==> src/rtl/poly_fold_reduce.sv <==
// poly_fold_reduce
//   Output stage of the NTT polynomial multiplier. It reads the 2N-word
//   linear product from the result BRAMs (low half at i, high half at i+N).
//   Each word is lifted from [0,P) into a centred signed value. The two
//   halves are folded together, the sum is reduced modulo 2^q_log, and the
//   coefficients are streamed out through a small first-word-fall-through
//   FIFO. Reads are gated by credits so that the FIFO can never overflow.
//
//   Optional feature macro: POLY_FOLD_NEGACYCLIC_EN
//     defined   : negacyclic=1 folds by subtraction (mod x^N+1), 0 by addition
//     undefined : always folds by addition (mod x^N-1); no subtract path
//
// Ports
//   clk, resetn          clock; asynchronous active-high reset (1 = reset)
//   start                one-cycle request, sampled only while idle
//   n, q_log, negacyclic ring size, output modulus exponent, fold select
//                        (all captured on start)
//   rd_en, addr_lo/hi    read strobe and addresses i / i+N for both ports
//   rdata_lo/hi          read data, RD_LAT cycles after rd_en
//   out_data/valid/ready ready/valid coefficient stream, out_last on N-1
//   busy, done           high outside idle; one-cycle pulse when finished
module poly_fold_reduce #(
   parameter int COEF_W     = 24,
   parameter int OUT_W      = 13,
   parameter int LOG_N_MAX  = 11,
   parameter int P          = 12587009,
   parameter int RD_LAT     = 2,
   parameter int FIFO_DEPTH = 8
) (
   input  logic                 clk,
   input  logic                 resetn,
   input  logic                 start,
   input  logic [LOG_N_MAX-1:0] n,
   input  logic [3:0]           q_log,
   input  logic                 negacyclic,
   output logic                 rd_en,
   output logic [LOG_N_MAX:0]   addr_lo,
   output logic [LOG_N_MAX:0]   addr_hi,
   input  logic [COEF_W-1:0]    rdata_lo,
   input  logic [COEF_W-1:0]    rdata_hi,
   output logic [OUT_W-1:0]     out_data,
   output logic                 out_valid,
   input  logic                 out_ready,
   output logic                 out_last,
   output logic                 busy,
   output logic                 done
);

   localparam int CNT_W = $clog2(FIFO_DEPTH + 1);
   localparam int PTR_W = $clog2(FIFO_DEPTH);
   localparam logic [COEF_W-1:0] P_W    = COEF_W'(P);
   localparam logic [COEF_W-1:0] HALF_P = COEF_W'(P / 2);
   localparam logic [OUT_W-1:0]  P_LOW  = P_W[OUT_W-1:0];

   typedef enum logic [1:0] {S_IDLE, S_RUN, S_DRAIN} state_t;

   state_t               state_q, state_d;
   logic [LOG_N_MAX-1:0] n_q, n_d;
   logic [LOG_N_MAX-1:0] idx_q, idx_d;
   logic [3:0]           q_log_q, q_log_d;
   logic                 done_q, done_d;
   logic [RD_LAT-1:0]    vld_pipe_q, vld_pipe_d;
   logic [RD_LAT-1:0]    last_pipe_q, last_pipe_d;
   logic [OUT_W-1:0]     lift_lo_q, lift_lo_d, lift_hi_q, lift_hi_d;
   logic                 lift_vld_q, lift_vld_d, lift_last_q, lift_last_d;
   logic [OUT_W-1:0]     comb_data_q, comb_data_d;
   logic                 comb_vld_q, comb_vld_d, comb_last_q, comb_last_d;
   logic [CNT_W-1:0]     in_flight_q, in_flight_d;
   logic [CNT_W-1:0]     fifo_count_q, fifo_count_d;
   logic [PTR_W-1:0]     wr_ptr_q, wr_ptr_d, rd_ptr_q, rd_ptr_d;
   logic [OUT_W:0]       fifo_mem [FIFO_DEPTH];   // {last, data}

   logic                 idx_is_last, credit_ok, push, pop;
   logic [CNT_W:0]       credit_used;
   logic [OUT_W-1:0]     q_mask, fold_sum;
   logic [OUT_W:0]       fifo_head;

`ifdef POLY_FOLD_NEGACYCLIC_EN
   logic neg_q, neg_d;
`else
   logic unused_negacyclic;
   assign unused_negacyclic = negacyclic;
`endif

   // Only the low OUT_W bits of the lifted value can ever reach the output
   // (the final reduction is mod 2^q_log with q_log <= OUT_W), so the lift
   // is evaluated modulo 2^OUT_W: the comparison uses the full word, the
   // subtraction of P only its low bits.
   function automatic logic [OUT_W-1:0] lift_low(input logic [COEF_W-1:0] x);
      if (x > HALF_P)
         return x[OUT_W-1:0] - P_LOW;
      else
         return x[OUT_W-1:0];
   endfunction

   assign idx_is_last = (idx_q == n_q - LOG_N_MAX'(1));
   // Everything issued but not yet popped must fit in the FIFO.
   assign credit_used = {1'b0, fifo_count_q} + {1'b0, in_flight_q} + (CNT_W + 1)'(1);
   assign credit_ok   = (credit_used <= (CNT_W + 1)'(FIFO_DEPTH));
   assign rd_en       = (state_q == S_RUN) && credit_ok;
   assign addr_lo     = {1'b0, idx_q};
   assign addr_hi     = {1'b0, idx_q} + {1'b0, n_q};
   assign busy        = (state_q != S_IDLE);
   assign done        = done_q;

   assign fifo_head = fifo_mem[rd_ptr_q];
   assign out_valid = (fifo_count_q != '0);
   assign out_data  = out_valid ? fifo_head[OUT_W-1:0] : '0;
   assign out_last  = out_valid & fifo_head[OUT_W];
   assign push      = comb_vld_q;
   assign pop       = out_valid & out_ready;

   // Control FSM
   always_comb begin
      state_d = state_q;
      n_d     = n_q;
      q_log_d = q_log_q;
      idx_d   = idx_q;
      done_d  = 1'b0;
`ifdef POLY_FOLD_NEGACYCLIC_EN
      neg_d   = neg_q;
`endif
      case (state_q)
         S_IDLE: begin
            if (start) begin
               state_d = S_RUN;
               n_d     = n;
               q_log_d = q_log;
               idx_d   = '0;
`ifdef POLY_FOLD_NEGACYCLIC_EN
               neg_d   = negacyclic;
`endif
            end
         end
         S_RUN: begin
            if (rd_en) begin
               idx_d = idx_q + LOG_N_MAX'(1);
               if (idx_is_last)
                  state_d = S_DRAIN;
            end
         end
         S_DRAIN: begin
            if (pop && fifo_head[OUT_W]) begin
               state_d = S_IDLE;
               done_d  = 1'b1;
            end
         end
         default: state_d = S_IDLE;
      endcase
   end

   // Datapath: read-latency valid pipe, lift stage, fold/reduce stage, FIFO
   always_comb begin
      vld_pipe_d     = '0;
      last_pipe_d    = '0;
      vld_pipe_d[0]  = rd_en;
      last_pipe_d[0] = rd_en & idx_is_last;
      for (int k = 1; k < RD_LAT; k++) begin
         vld_pipe_d[k]  = vld_pipe_q[k-1];
         last_pipe_d[k] = last_pipe_q[k-1];
      end

      lift_vld_d  = vld_pipe_q[RD_LAT-1];
      lift_last_d = last_pipe_q[RD_LAT-1];
      lift_lo_d   = lift_low(rdata_lo);
      // c_{2N-1} is not stored: the high operand of the last index is zero.
      lift_hi_d   = last_pipe_q[RD_LAT-1] ? '0 : lift_low(rdata_hi);

`ifdef POLY_FOLD_NEGACYCLIC_EN
      fold_sum = neg_q ? (lift_lo_q - lift_hi_q) : (lift_lo_q + lift_hi_q);
`else
      fold_sum = lift_lo_q + lift_hi_q;
`endif
      q_mask      = ~({OUT_W{1'b1}} << q_log_q);
      comb_data_d = fold_sum & q_mask;
      comb_vld_d  = lift_vld_q;
      comb_last_d = lift_last_q;

      in_flight_d  = in_flight_q + CNT_W'(rd_en) - CNT_W'(push);
      fifo_count_d = fifo_count_q + CNT_W'(push) - CNT_W'(pop);
      wr_ptr_d     = push ? wr_ptr_q + PTR_W'(1) : wr_ptr_q;
      rd_ptr_d     = pop  ? rd_ptr_q + PTR_W'(1) : rd_ptr_q;
   end

   always_ff @(posedge clk or posedge resetn) begin
      if (resetn) begin
         state_q      <= S_IDLE;
         n_q          <= '0;
         idx_q        <= '0;
         q_log_q      <= '0;
         done_q       <= 1'b0;
         vld_pipe_q   <= '0;
         last_pipe_q  <= '0;
         lift_lo_q    <= '0;
         lift_hi_q    <= '0;
         lift_vld_q   <= 1'b0;
         lift_last_q  <= 1'b0;
         comb_data_q  <= '0;
         comb_vld_q   <= 1'b0;
         comb_last_q  <= 1'b0;
         in_flight_q  <= '0;
         fifo_count_q <= '0;
         wr_ptr_q     <= '0;
         rd_ptr_q     <= '0;
`ifdef POLY_FOLD_NEGACYCLIC_EN
         neg_q        <= 1'b0;
`endif
      end else begin
         state_q      <= state_d;
         n_q          <= n_d;
         idx_q        <= idx_d;
         q_log_q      <= q_log_d;
         done_q       <= done_d;
         vld_pipe_q   <= vld_pipe_d;
         last_pipe_q  <= last_pipe_d;
         lift_lo_q    <= lift_lo_d;
         lift_hi_q    <= lift_hi_d;
         lift_vld_q   <= lift_vld_d;
         lift_last_q  <= lift_last_d;
         comb_data_q  <= comb_data_d;
         comb_vld_q   <= comb_vld_d;
         comb_last_q  <= comb_last_d;
         in_flight_q  <= in_flight_d;
         fifo_count_q <= fifo_count_d;
         wr_ptr_q     <= wr_ptr_d;
         rd_ptr_q     <= rd_ptr_d;
`ifdef POLY_FOLD_NEGACYCLIC_EN
         neg_q        <= neg_d;
`endif
      end
   end

   // FIFO storage needs no reset: entries are only read while counted valid.
   always_ff @(posedge clk) begin
      if (push)
         fifo_mem[wr_ptr_q] <= {comb_last_q, comb_data_q};
   end

endmodule

==> config.mk <==
export PLATFORM = sky130hd
export DESIGN_NAME = poly_fold_reduce
export DESIGN_NICKNAME = d
export VERILOG_FILES = /design/src/rtl/poly_fold_reduce.sv
export SDC_FILE = /design/constraint.sdc
export NUM_CORES = 1
export LEC_CHECK = 0
export BUFFER_PORTS_ARGS = -buffer_cell sky130_fd_sc_hd__buf_4
export CAP_MARGIN = 20
export CORE_MARGIN = 4
export CORE_UTILIZATION = 38
export CTS_CLUSTER_DIAMETER = 60
export DETAILED_ROUTE_END_ITERATION = 10
export SETUP_SLACK_MARGIN = 0.5
export SLEW_MARGIN = 20
export SYNTH_ARGS = -nofsm -noshare
export SYNTH_HDL_FRONTEND = slang
export SYNTH_SLANG_ARGS = --single-unit
==> constraint.sdc <==
create_clock -name clk -period 2.7 [get_ports clk]
set_input_delay 0.27 -clock clk [delete_from_list [all_inputs] [get_ports clk]]
set_output_delay 0.27 -clock clk [all_outputs]
set_load 0.1 [all_outputs]
* Word level (Yosys, flattened, before mapping)
Memories as Yosys holds them, arrays and structs flattened.
Cells that the tools add are included.
** Storage, ports and cells
- Flip-flop bits (word level) :: 90
- Bits in writable memories :: 112
- Input bits :: 68
- Output and inout port bits :: 42
- Word-level logic and storage cells :: 74
- Memories kept :: 1
** Memory list
- fifo_mem :: words 8, width 14, read ports 1, clocked after memory_dff 0, write ports 1, RTL line 71 : logic [OUT_W:0] fifo_mem [FIFO_DEPTH];
** Operators by class
- $add $sub $neg :: 14
- $lt $le $gt $ge :: 3
- Equality and inequality tests :: 7
- Shift-type cells :: 1
- Mux-type cells :: 16
- Bitwise logic cells :: 5
- Reduce and logical (&&, ||, !) cells :: 9
** Operators by type and width (count)
- 13-bit 2-to-1 mux :: 4
- 24-bit by 23-bit greater-than comparator with 1-bit output, second input constant :: 2
- 13-bit subtractor, second input constant :: 2
- 11-bit 2-to-1 mux :: 2
- 11-bit one-hot mux with 2 select lines :: 1
- 13-bit adder :: 1
- 13-bit AND :: 1
- 13-bit inverter :: 1
- 13-bit by 4-bit left shift with 13-bit output, first input constant :: 1
- 11-bit by 11-bit adder with 12-bit output :: 1
- 11-bit by 1-bit adder with 11-bit output, second input constant :: 1
- 11-bit == test :: 1
- 11-bit by 1-bit subtractor with 11-bit output, second input constant :: 1
- 4-bit by 1-bit adder with 4-bit output :: 2
- 2-bit 2-to-1 mux :: 4
- 2-bit != test, second input constant :: 4
- 4-bit by 1-bit subtractor with 4-bit output :: 2
- 3-bit by 1-bit adder with 3-bit output, second input constant :: 2
- 2-bit one-hot mux with 3 select lines :: 1
- 4-bit by 4-bit adder with 5-bit output :: 1
- 5-bit by 1-bit adder with 5-bit output, second input constant :: 1
- 5-bit by 4-bit <= comparator with 1-bit output, second input constant :: 1
- 1-bit 2-to-1 mux :: 4
- 4-bit AND reduction :: 1
- 9 further kinds :: 13

* Longest topological paths before layout
Gate-level depths: netlist (run 1).
- Depth after elaboration :: 6
- Gate-level depth with buffers :: 13
- Mapped depth without buffers :: 11

* Least setup slack after synthesis (run 1)
No wires, ideal clock.
- Kind :: register to output
- Start :: register idx_q[0]
- End :: output port addr_hi[10]
- Arrival time :: 4.533 ns
- Required time :: 2.430 ns
- Setup slack :: -2.103 ns
- Stages on the path, launching flop included :: 9
- Path buffers :: 0
- Path through :: dfrtp_1 -> ha_1 -> inv_1 -> fa_1 -> nor2b_1 -> o21ai_1 -> a21oi_1 -> o41ai_2 -> o311ai_1
** Between the ends
- Cells in the longest elaborated chain, start to end :: 1
** Ends and longest elaborated chain
- start, declared :: RTL line 59 : logic [LOG_N_MAX-1:0] idx_q, idx_d;
- start signal, assigned :: RTL line 211 : idx_q <= idx_d;
- 11-bit by 11-bit adder with 12-bit output :: RTL line 102 : assign addr_hi = {1'b0, idx_q} + {1'b0, n_q};
- end, declared :: RTL line 38 : output logic [LOG_N_MAX:0] addr_hi,
No other way between the ends.

* Final worst setup path (run 1)
- Start :: register n_q[0]
- End :: output port addr_hi[10]
** Between the ends
- Cells in the longest elaborated chain, start to end :: 1
** Ends and longest elaborated chain
- start, declared :: RTL line 58 : logic [LOG_N_MAX-1:0] n_q, n_d;
- start signal, assigned :: RTL line 210 : n_q <= n_d;
- 11-bit by 11-bit adder with 12-bit output :: RTL line 102
No other way between the ends.

==> results of run 1 <==
==> Yosys cell counts, types with 6 or more instances <==
library cell / number
a21oi_1: 22
buf_2: 8
clkbuf_1: 14
dfrtp_1: 90
edfxtp_1: 112
ha_1: 42
inv_1: 39
mux2i_1: 17
mux4_2: 28
nand2_1: 73
nand2b_1: 8
nand3_1: 13
nand4_1: 6
nor2_1: 78
nor3_1: 17
nor4_1: 9
o21ai_0: 17
xnor2_1: 38
xor2_1: 33
==> cells by family (layout without fill, tap and decap cells) <==
kind of cell,after synthesis,in the layout,share of synthesized area
buffers and inverters,69,276,0.0291
AO/OA/AOI/OAI,91,91,0.0650
AND/OR/NAND/NOR,251,251,0.128
other,1,1,0.000380
multiplexers,48,48,0.0845
flip-flops,202,202,0.569
XOR/XNOR,71,71,0.0630
adder cells (fa/ha/maj),46,46,0.0613
==> stage by stage <==
step | instances | instance area, sq um | hold slack, ns | util
floorplan | 779 | 10400 | 0.331 | -
global placement | 1232 | 11800 | 0.333 | 0.464
detailed placement | 1232 | 11800 | 0.335 | 0.464
CTS | 1299 | 13400 | 0.000794 | 0.526
global route | 1316 | 13800 | 0.00887 | 0.542
finish | 1316 | 13800 | 0.00619 | 0.542
==> per-layer routing <==
layer,GRT usage,vias to the layer above,share of wire
met1,0.209,3146,0.45
met5,0,-,0
met4,0.0263,0,0.011
met3,0.0233,16,0.047
li1,-,3206,-
met2,0.257,136,0.49
==> layout make-up <==
cell class                      count  area [sq um]
Sequential cell                   202          5630
Tap cell                          330           413
Timing Repair Buffer              196          1990
Clock buffer                       36           682
Fill cell                        2136         11600
Inverter                           40           164
Clock inverter                      4          56.3
Multi-Input combinational cell    508          4830
==> sequential cells by signal (all words and copies together), names as in the netlist, 3 cells and up <==
signal and flops:
comb_data_q 13, n_q 11, lift_hi_q 13, fifo_mem 112, lift_lo_q 13, rd_ptr_q 3
q_log_q 4, idx_q 11, fifo_count_q 4, in_flight_q 4, wr_ptr_q 3
==> worst paths after layout <==
check,start,to,depth (start not counted)
hold reg to reg,comb_last_d,comb_last_q,0
min in group asynchronous,resetn,n_q[7],3
setup reg to reg,fifo_count_q[2],in_flight_q[1],10
setup / recovery,n_q[0],addr_hi[10],10
hold / removal,n[0],n_q[0],3
max in group asynchronous,resetn,fifo_count_q[1],4
==> critical path: cells and delay by family (launching register included) <==
family,cells,cell delay (ns)
AO/OA/AOI/OAI,4,0.61
adder cells (fa/ha/maj),2,0.37
buffers and inverters,2,0.27
flip-flops,1,0.41
AND/OR/NAND/NOR,2,0.56
==> what timing repair did <==
action	CTS	global route
resized for setup	129	47
buffers inserted	8	15
hold buffers	18	0
pin swaps	10	33
endpoints found under the hold margin	48	0
setup endpoints to repair	31	46
gates cloned	1	2
==> key figures, run 1 <==
Clock network
  – CTS Buffer Depth: 3
  – Clock Tree Root: clkbuf_16
  – CTS HTree Levels: 1
  – CTS tree: yes
  – CTS Sinks: 202
  – Worst-Skew Late Latency: 0.50 ns
  – CTS buffer count: 22
  – Clock slew at reported path FFs: 0.06 ns

Layout
  – Most common cell after layout, fill and taps aside: buf_4
  – Final nets: 1084
  – Antenna Cells: 0
  – Area Growth Syn to Fin: 39.4%
  – Most frequent cells in the layout: buf_4, edfxtp_1, dfrtp_1
  – Layout cells sized above 1: 0.381

Synthesis
  – Yosys cell types: 75
  – Dominant cell type by area after synthesis: edfxtp_1
  – Top-area cell type share of the netlist area: 0.341
  – Syn_nets: 893
  – Cell Area, Synth: 0.00988 sq mm
  – Synth Flop Type: edfxtp_1
  – #FFs+latches synth: 202
  – Synthesis Warnings: 0
  – FFs w/ async S/R, synth: 0.446
  – Dominant cells by area after synthesis: edfxtp_1, dfrtp_1, mux4_2
  – EDFF count, synth: 112
  – Syn Inst Count: 779
  – Mean Syn Cell Area: 12.7 sq um
  – Sequential-to-total area share from yosys stat: 0.569

Timing
  – Final Max Tran Viols: 0
  – Clk_skew: 0.0127 ns
  – Setup Viol. Count Final: 5
  – Tightest Pin Transition: 0.781 ns
  – Final hold vios: 0
  – Final Cycle Share: 1.10
  – Max Clk Rate: 335 MHz
  – Aggregate negative setup slack: -0.525 ns
  – Rel. slew slack: 0.478
  – Unrepaired setup endpoints after global routing: yes
  – Crit path time final: 2.98 ns
  – PnR worst setup slack: -0.282 ns

Setup path
  – Critical path type: register to output pin
  – Worst-path maximum fanout: 2
  – Slowest cell on crit path: or4b_4
  – CP Cell Sequence: ha_4 -> inv_2 -> fa_2 -> nor2b_1 -> o21ai_2 -> a21oi_2 -> o41ai_4 -> or4b_4 -> o311ai_4 -> buf_12
  – Setup slack, reg-to-reg: 0.42 ns
  – Crit path largest cell delay: 0.51 ns
  – Startpoint Class: register
  – Critical path capture point type: output pin
  – CP required: 2.43 ns
  – Critical Path AT: 2.71 ns

GRT
  – Number of global-route vias before repair: 6764
  – First-pass GRT wire length: 35200 um
  – Largest net degree at the start of global routing: 44
  – GRT Total Usage: 0.151
  – Initial antenna violation count: 0
  – Grt ovf: 0

Routing
  – Post-DRT Antenna Nets: 0
  – Remaining DRCs: 0
  – Post-DR wirelength/cell: 16.4 um
  – Drt first pass iters: 4
  – Via density: 4.94
  – DR vias: 6504
  – Starting DRT DRC Count: 299
  – Routed wire length: 21500 um

Run status
  – Status: complete, but fails checks
  – Violated checks: negative setup slack

Floorplanning
  – Die height: 169 um
  – Core ar.: 0.0254 sq mm
  – Die width: 169 um
  – Site row count: 58
  – Boundary pin count: 110
  – Die area: 0.0286 sq mm
  – Initial Util: 0.389

Placed design
  – Hpwl dp: 15100 um
  – Placement Setup Slack: 0.0342 ns
  – PortBufs: 107
  – Routability Congestion: 0.812

Run
  – Max Cap Viol: 0

Min path
  – Min-delay worst type: primary input to register
Power of run 1 is left out: the tool's default activity adds up to more than one toggle a clock period on the data nets, which glitch-free logic cannot reach.
==> run 2: changes to the inputs <==
- BUFFER_PORTS_ARGS: -buffer_cell sky130_fd_sc_hd__buf_4 -> default
- DONT_BUFFER_PORTS: default -> 1
==> key figures, run 2 (synthesized netlist as in run 1, its figures left out) <==
Placed design
  – Post-DP Area: 0.0111 sq mm (was 0.0118 sq mm)
  – Placed Cells: 1134 (was 1232)
  – Hpwl dp: 14800 um (was 15100 um)
  – Routability Congestion: 0.806 (was 0.812)
  – PortBufs: 0 (was 107)

GRT
  – Initial antenna violation count: 1 (was 0)
  – Number of global-route vias before repair: 6625 (was 6764)
  – First-pass GRT wire length: 34600 um (was 35200 um)
  – Grt ovf: 0 (unchanged)
  – GRT Total Usage: 0.148 (was 0.151)
  – Largest net degree at the start of global routing: 44 (unchanged)

Routing
  – Remaining DRCs: 0 (unchanged)
  – Post-DRT Antenna Nets: 0 (unchanged)
  – DR vias: 6361 (was 6504)
  – Via density: 5.11 (was 4.94)
  – Drt first pass iters: 4 (unchanged)
  – Routed wire length: 21300 um (was 21500 um)
  – Starting DRT DRC Count: 330 (was 299)
  – Post-DR wirelength/cell: 17.1 um (was 16.4 um)

Floorplanning
  – Die width: 169 um (unchanged)
  – Boundary pin count: 110 (unchanged)
  – Site row count: 58 (unchanged)
  – Die height: 169 um (unchanged)
  – Die area: 0.0286 sq mm (unchanged)
  – Initial Util: 0.389 (unchanged)
  – Core ar.: 0.0254 sq mm (unchanged)

Timing
  – Unrepaired setup endpoints after global routing: yes (unchanged)
  – Final Max Tran Viols: 0 (unchanged)
  – PnR worst setup slack: -0.307 ns (was -0.282 ns)
  – Final hold vios: 0 (unchanged)
  – Rel. slew slack: 0.419 (was 0.478)
  – Clk_skew: 0.0140 ns (was 0.0127 ns)
  – Crit path time final: 3.01 ns (was 2.98 ns)
  – Setup Viol. Count Final: 5 (unchanged)
  – Final Cycle Share: 1.11 (was 1.10)
  – Tightest Pin Transition: 0.872 ns (was 0.781 ns)
  – Max Clk Rate: 333 MHz (was 335 MHz)

Setup path
  – CP Cell Sequence: ha_4 -> inv_2 -> fa_2 -> nor2b_2 -> o21ai_2 -> a21oi_2 -> o41ai_4 -> or4b_4 -> o311ai_4 -> buf_12 (was ha_4 -> inv_2 -> fa_2 -> nor2b_1 -> o21ai_2 -> a21oi_2 -> o41ai_4 -> or4b_4 -> o311ai_4 -> buf_12)
  – Critical Path AT: 2.74 ns (was 2.71 ns)
  – Slowest cell on crit path: or4b_4 (unchanged)
  – Worst-path maximum fanout: 2 (unchanged)
  – CP required: 2.43 ns (about the same)
  – CP top delay family: compound AO/OA/AOI/OAI gates (unchanged)
  – Critical path capture point type: output pin (unchanged)
  – Buffers & Inverters on Critical Path: 2 (unchanged)
  – Crit path largest cell delay: 0.51 ns (about the same)
  – Critical path type: register to output pin (unchanged)
  – Startpoint Class: register (unchanged)

Clock network
  – CTS buffer count: 24 (was 22)
  – CTS tree: yes (unchanged)
  – Clock slew at reported path FFs: 0.06 ns (about the same)
  – CTS Buffer Depth: 3 (unchanged)
  – Worst-Skew Late Latency: 0.51 ns (was 0.50 ns)
  – CTS HTree Levels: 1 (unchanged)
  – Clock Tree Root: clkbuf_16 (unchanged)
  – CTS Sinks: 202 (unchanged)

Layout
  – Fin area: 0.0130 sq mm (was 0.0138 sq mm)
  – Most frequent cells in the layout: edfxtp_1, dfrtp_1, nand2_1 (was buf_4, edfxtp_1, dfrtp_1)
  – Filler instances: 2183 (was 2136)
  – Max reg flops: 112 (unchanged)
  – Layout cells sized above 1: 0.295 (was 0.381)
  – Top reg by flops: fifo_mem (unchanged)
  – Final nets: 1014 (was 1084)
  – Final cell count without fillers: 1246 (was 1316)
  – Most common cell after layout, fill and taps aside: edfxtp_1 (was buf_4)
  – Area Growth Syn to Fin: 31.8% (was 39.4%)

Run status
  – Violated checks: negative setup slack (unchanged)
  – Status: complete, but fails checks (unchanged)

Min path
  – Min-delay worst type: primary input to register (unchanged)

Run
  – Max Cap Viol: 0 (unchanged)
## run 2: tightest hold or removal path, delay by kind of cell
kind	cells	cell delay [ns]
xor+xnor	1	0.06
simple gates	3	0.15
## run 2: routing by layer
| layer | GRT usage | part of all wire | vias up |
|---|---|---|---|
| li1 | - | - | 3068 |
| met1 | 0.205 | 0.46 | 3137 |
| met2 | 0.245 | 0.48 | 129 |
| met3 | 0.0287 | 0.044 | 27 |
| met4 | 0.0319 | 0.020 | 0 |
| met5 | 0 | 0 | - |
## run 2: area by class of cell
type,count,area [sq um],area share
diodes,1,2.50,0.000192
clock buffers,32,651,0.0500
clock inverters,9,88.8,0.00682
inverters,40,161,0.0124
multi-input cells,508,4780,0.367
flip-flops and latches,202,5630,0.432
well taps,330,413,0.0317
repair buffers,124,1300,0.0997
## run 2: path summary, 6_finish.rpt
check / start / endpoint / cells after the start / slack (ns)
worst max-delay path: idx_q[0] / addr_hi[10] / 10 / -0.31
worst min register to register: comb_vld_d / comb_vld_q / 0 / 0.34
min in group asynchronous: resetn / n_q[10] / 2 / 0.33
worst min-delay path: rdata_hi[6] / lift_hi_q[8] / 4 / 0.02
max in group asynchronous: resetn / rd_ptr_q[0] / 3 / 1.61
worst max register to register: in_flight_q[2] / in_flight_q[1] / 10 / 0.35
## run 2: what timing repair did
item	CTS	global route
buffers inserted	12	10
gates resized for setup	59	36
hold endpoints to repair	65	1
gates cloned	1	0
pin swaps	10	25
hold buffers	46	1
endpoints found under the setup margin	31	47
## run 2: per-stage QoR
| step | setup WS [ns] | TNS (ns) | util | hold WS (ns) |
|---|---|---|---|---|
| finish | -0.307 | -0.529 | 0.513 | 0.0174 |
| global route | -0.419 | -1.33 | 0.513 | 0.00489 |
| CTS | -0.322 | -0.741 | 0.501 | 0.000197 |
| detailed placement | 0.133 | 0 | 0.439 | 0.254 |
| global placement | 0.106 | 0 | 0.439 | 0.248 |
| floorplan | -0.379 | -1.55 | - | 0.331 |
Power of run 2 is left out for the same reason.
==> run 3: changes to the inputs <==
- PLACE_DENSITY: default -> 0.51
==> key figures, run 3 (synthesized netlist as in run 1, its figures left out) <==
Timing
  – PnR worst setup slack: -0.315 ns (was -0.307 ns)
  – Max Clk Rate: 332 MHz (was 333 MHz)
  – Final hold vios: 0 (unchanged)
  – Setup Viol. Count Final: 6 (was 5)
  – Unrepaired setup endpoints after global routing: yes (unchanged)
  – Aggregate negative setup slack: -0.858 ns (was -0.529 ns)
  – Final Max Tran Viols: 0 (unchanged)
  – Clk_skew: 0.0137 ns (was 0.0140 ns)
  – Crit path time final: 3.01 ns (about the same)
  – Rel. slew slack: 0.408 (was 0.419)
  – Final Cycle Share: 1.12 (was 1.11)
  – Tightest Pin Transition: 0.889 ns (was 0.872 ns)

Layout
  – Max reg flops: 112 (unchanged)
  – Fin area: 0.0130 sq mm (about the same)
  – Final nets: 1007 (was 1014)
  – Top reg by flops: fifo_mem (unchanged)
  – Util after Layout: 0.512 (was 0.513)
  – Final cell count without fillers: 1239 (was 1246)
  – Antenna Cells: 0 (was 1)
  – Area Growth Syn to Fin: 31.7% (was 31.8%)
  – Most frequent cells in the layout: edfxtp_1, dfrtp_1, nand2_1 (unchanged)
  – Most common cell after layout, fill and taps aside: edfxtp_1 (unchanged)
  – Layout cells sized above 1: 0.298 (was 0.295)

Routing
  – Met1 WL: 9770 um (was 9790 um)
  – WL met3: 1180 um (was 927 um)
  – Uppermost layer routed: met4 (unchanged)
  – Post-DRT Antenna Nets: 0 (unchanged)
  – Met2 routed WL: 11000 um (was 10100 um)
  – Drt first pass iters: 6 (was 4)
  – Starting DRT DRC Count: 366 (was 330)
  – Post-DR wirelength/cell: 18.0 um (was 17.1 um)
  – DR vias: 6429 (was 6361)
  – Remaining DRCs: 0 (unchanged)
  – Via density: 5.19 (was 5.11)
  – Routed wire length: 22300 um (was 21300 um)

GRT
  – Number of global-route vias before repair: 6906 (was 6625)
  – Largest net degree at the start of global routing: 91 (was 44)
  – GRT Total Usage: 0.156 (was 0.148)
  – Grt ovf: 0 (unchanged)
  – Initial antenna violation count: 0 (was 1)
  – First-pass GRT wire length: 36400 um (was 34600 um)

Setup path
  – Critical Path AT: 2.74 ns (about the same)
  – Worst-path maximum fanout: 2 (unchanged)
  – Critical path type: register to output pin (unchanged)
  – CP required: 2.43 ns (about the same)
  – Critical path capture point type: output pin (unchanged)
  – Reg2Reg Depth: 10 (unchanged)
  – Startpoint Class: register (unchanged)

Min path
  – Min-delay worst type: primary input to register (unchanged)
  – Hold path depth: 3 (was 4)

Clock network
  – CTS HTree Levels: 1 (unchanged)
  – CTS tree: yes (unchanged)
  – Worst-Skew Late Latency: 0.51 ns (about the same)
  – CTS buffer count: 22 (was 24)
  – CTS Buffer Depth: 3 (unchanged)
  – Clock slew at reported path FFs: 0.06 ns (about the same)
  – CTS Sinks: 202 (unchanged)
  – Clock Tree Root: clkbuf_16 (unchanged)

Run status
  – Violated checks: negative setup slack (unchanged)
  – Status: complete, but fails checks (unchanged)

Placed design
  – PortBufs: 0 (unchanged)
  – Routability Congestion: 0.761 (was 0.806)
  – Post-DP Area: 0.0112 sq mm (was 0.0111 sq mm)
  – Hpwl dp: 15100 um (was 14800 um)
  – Placed Cells: 1136 (was 1134)

Floorplanning
  – Die width: 169 um (unchanged)
  – Initial Util: 0.389 (unchanged)
  – Site row count: 58 (unchanged)
  – Boundary pin count: 110 (unchanged)
  – Core ar.: 0.0254 sq mm (unchanged)
  – Die height: 169 um (unchanged)
  – Die area: 0.0286 sq mm (unchanged)

Run
  – Max Cap Viol: 0 (unchanged)
-- run 3: cell count changes in the layout (fill, tap and decap cells not counted), moves of 2 or more --
cell / change
buf_6: +7
dlygate4sd3_1: -2
clkbuf_8: +3
inv_4: +2
buf_12: +2
buf_4: -11
clkbuf_4: +3
clkbuf_16: -2
clkbuf_1: -4
dlymetal6s4s_1: -2
-- run 3: per-layer routing --
layer / vias up / track usage
met5: - / 0
met4: 0 / 0.0357
met3: 30 / 0.0263
met2: 162 / 0.268
met1: 3178 / 0.210
li1: 3059 / -
-- run 3: final timing paths --
check                               startpoint        endpoint  slack, ns
worst max-delay path                    n_q[0]     addr_hi[10]      -0.31
worst min-delay path               rdata_lo[1]    lift_lo_q[5]       0.02
worst max register to register  in_flight_q[2]  in_flight_q[1]       0.28
worst min register to register     comb_last_d     comb_last_q       0.34
max in group asynchronous               resetn     rd_ptr_q[0]       1.91
min in group asynchronous               resetn    lift_hi_q[2]       0.39
-- run 3: critical path, stage by stage (launching register included) --
cell and delay, ns:
dfrtp_2 0.42, ha_4 0.16, inv_2 0.04, fa_2 0.19
nor2b_1 0.05, o21ai_2 0.18, a21oi_2 0.11, o41ai_4 0.23
or4b_4 0.52, o311ai_4 0.11, buf_12 0.22
-- run 3: what timing repair did --
action | CTS | global route
buffers inserted | 11 | 8
cloned | 1 | 0
resized for setup | 83 | 25
hold buffers | 43 | 0
endpoints found under the setup margin | 31 | 43
pin swaps | 13 | 26
hold endpoints to repair | 133 | 0
-- run 3: stage by stage --
step / setup WS, ns / hold WS, ns
after floorplan: -0.379 / 0.331
after global placement: 0.0926 / 0.316
after detailed placement: 0.0749 / 0.332
after CTS: -0.369 / 0.00311
after global routing: -0.431 / 0.0219
final: -0.315 / 0.0233
-- run 3: layout make-up --
class / instances / area [sq um]
flip-flops and latches: 202 / 5630
inverters: 40 / 164
repair buffers: 119 / 1300
well taps: 330 / 413
fillers: 2178 / 12400
multi-input cells: 508 / 4780
clock inverters: 8 / 66.3
clock buffers: 32 / 649
Power of run 3 is left out for the same reason.
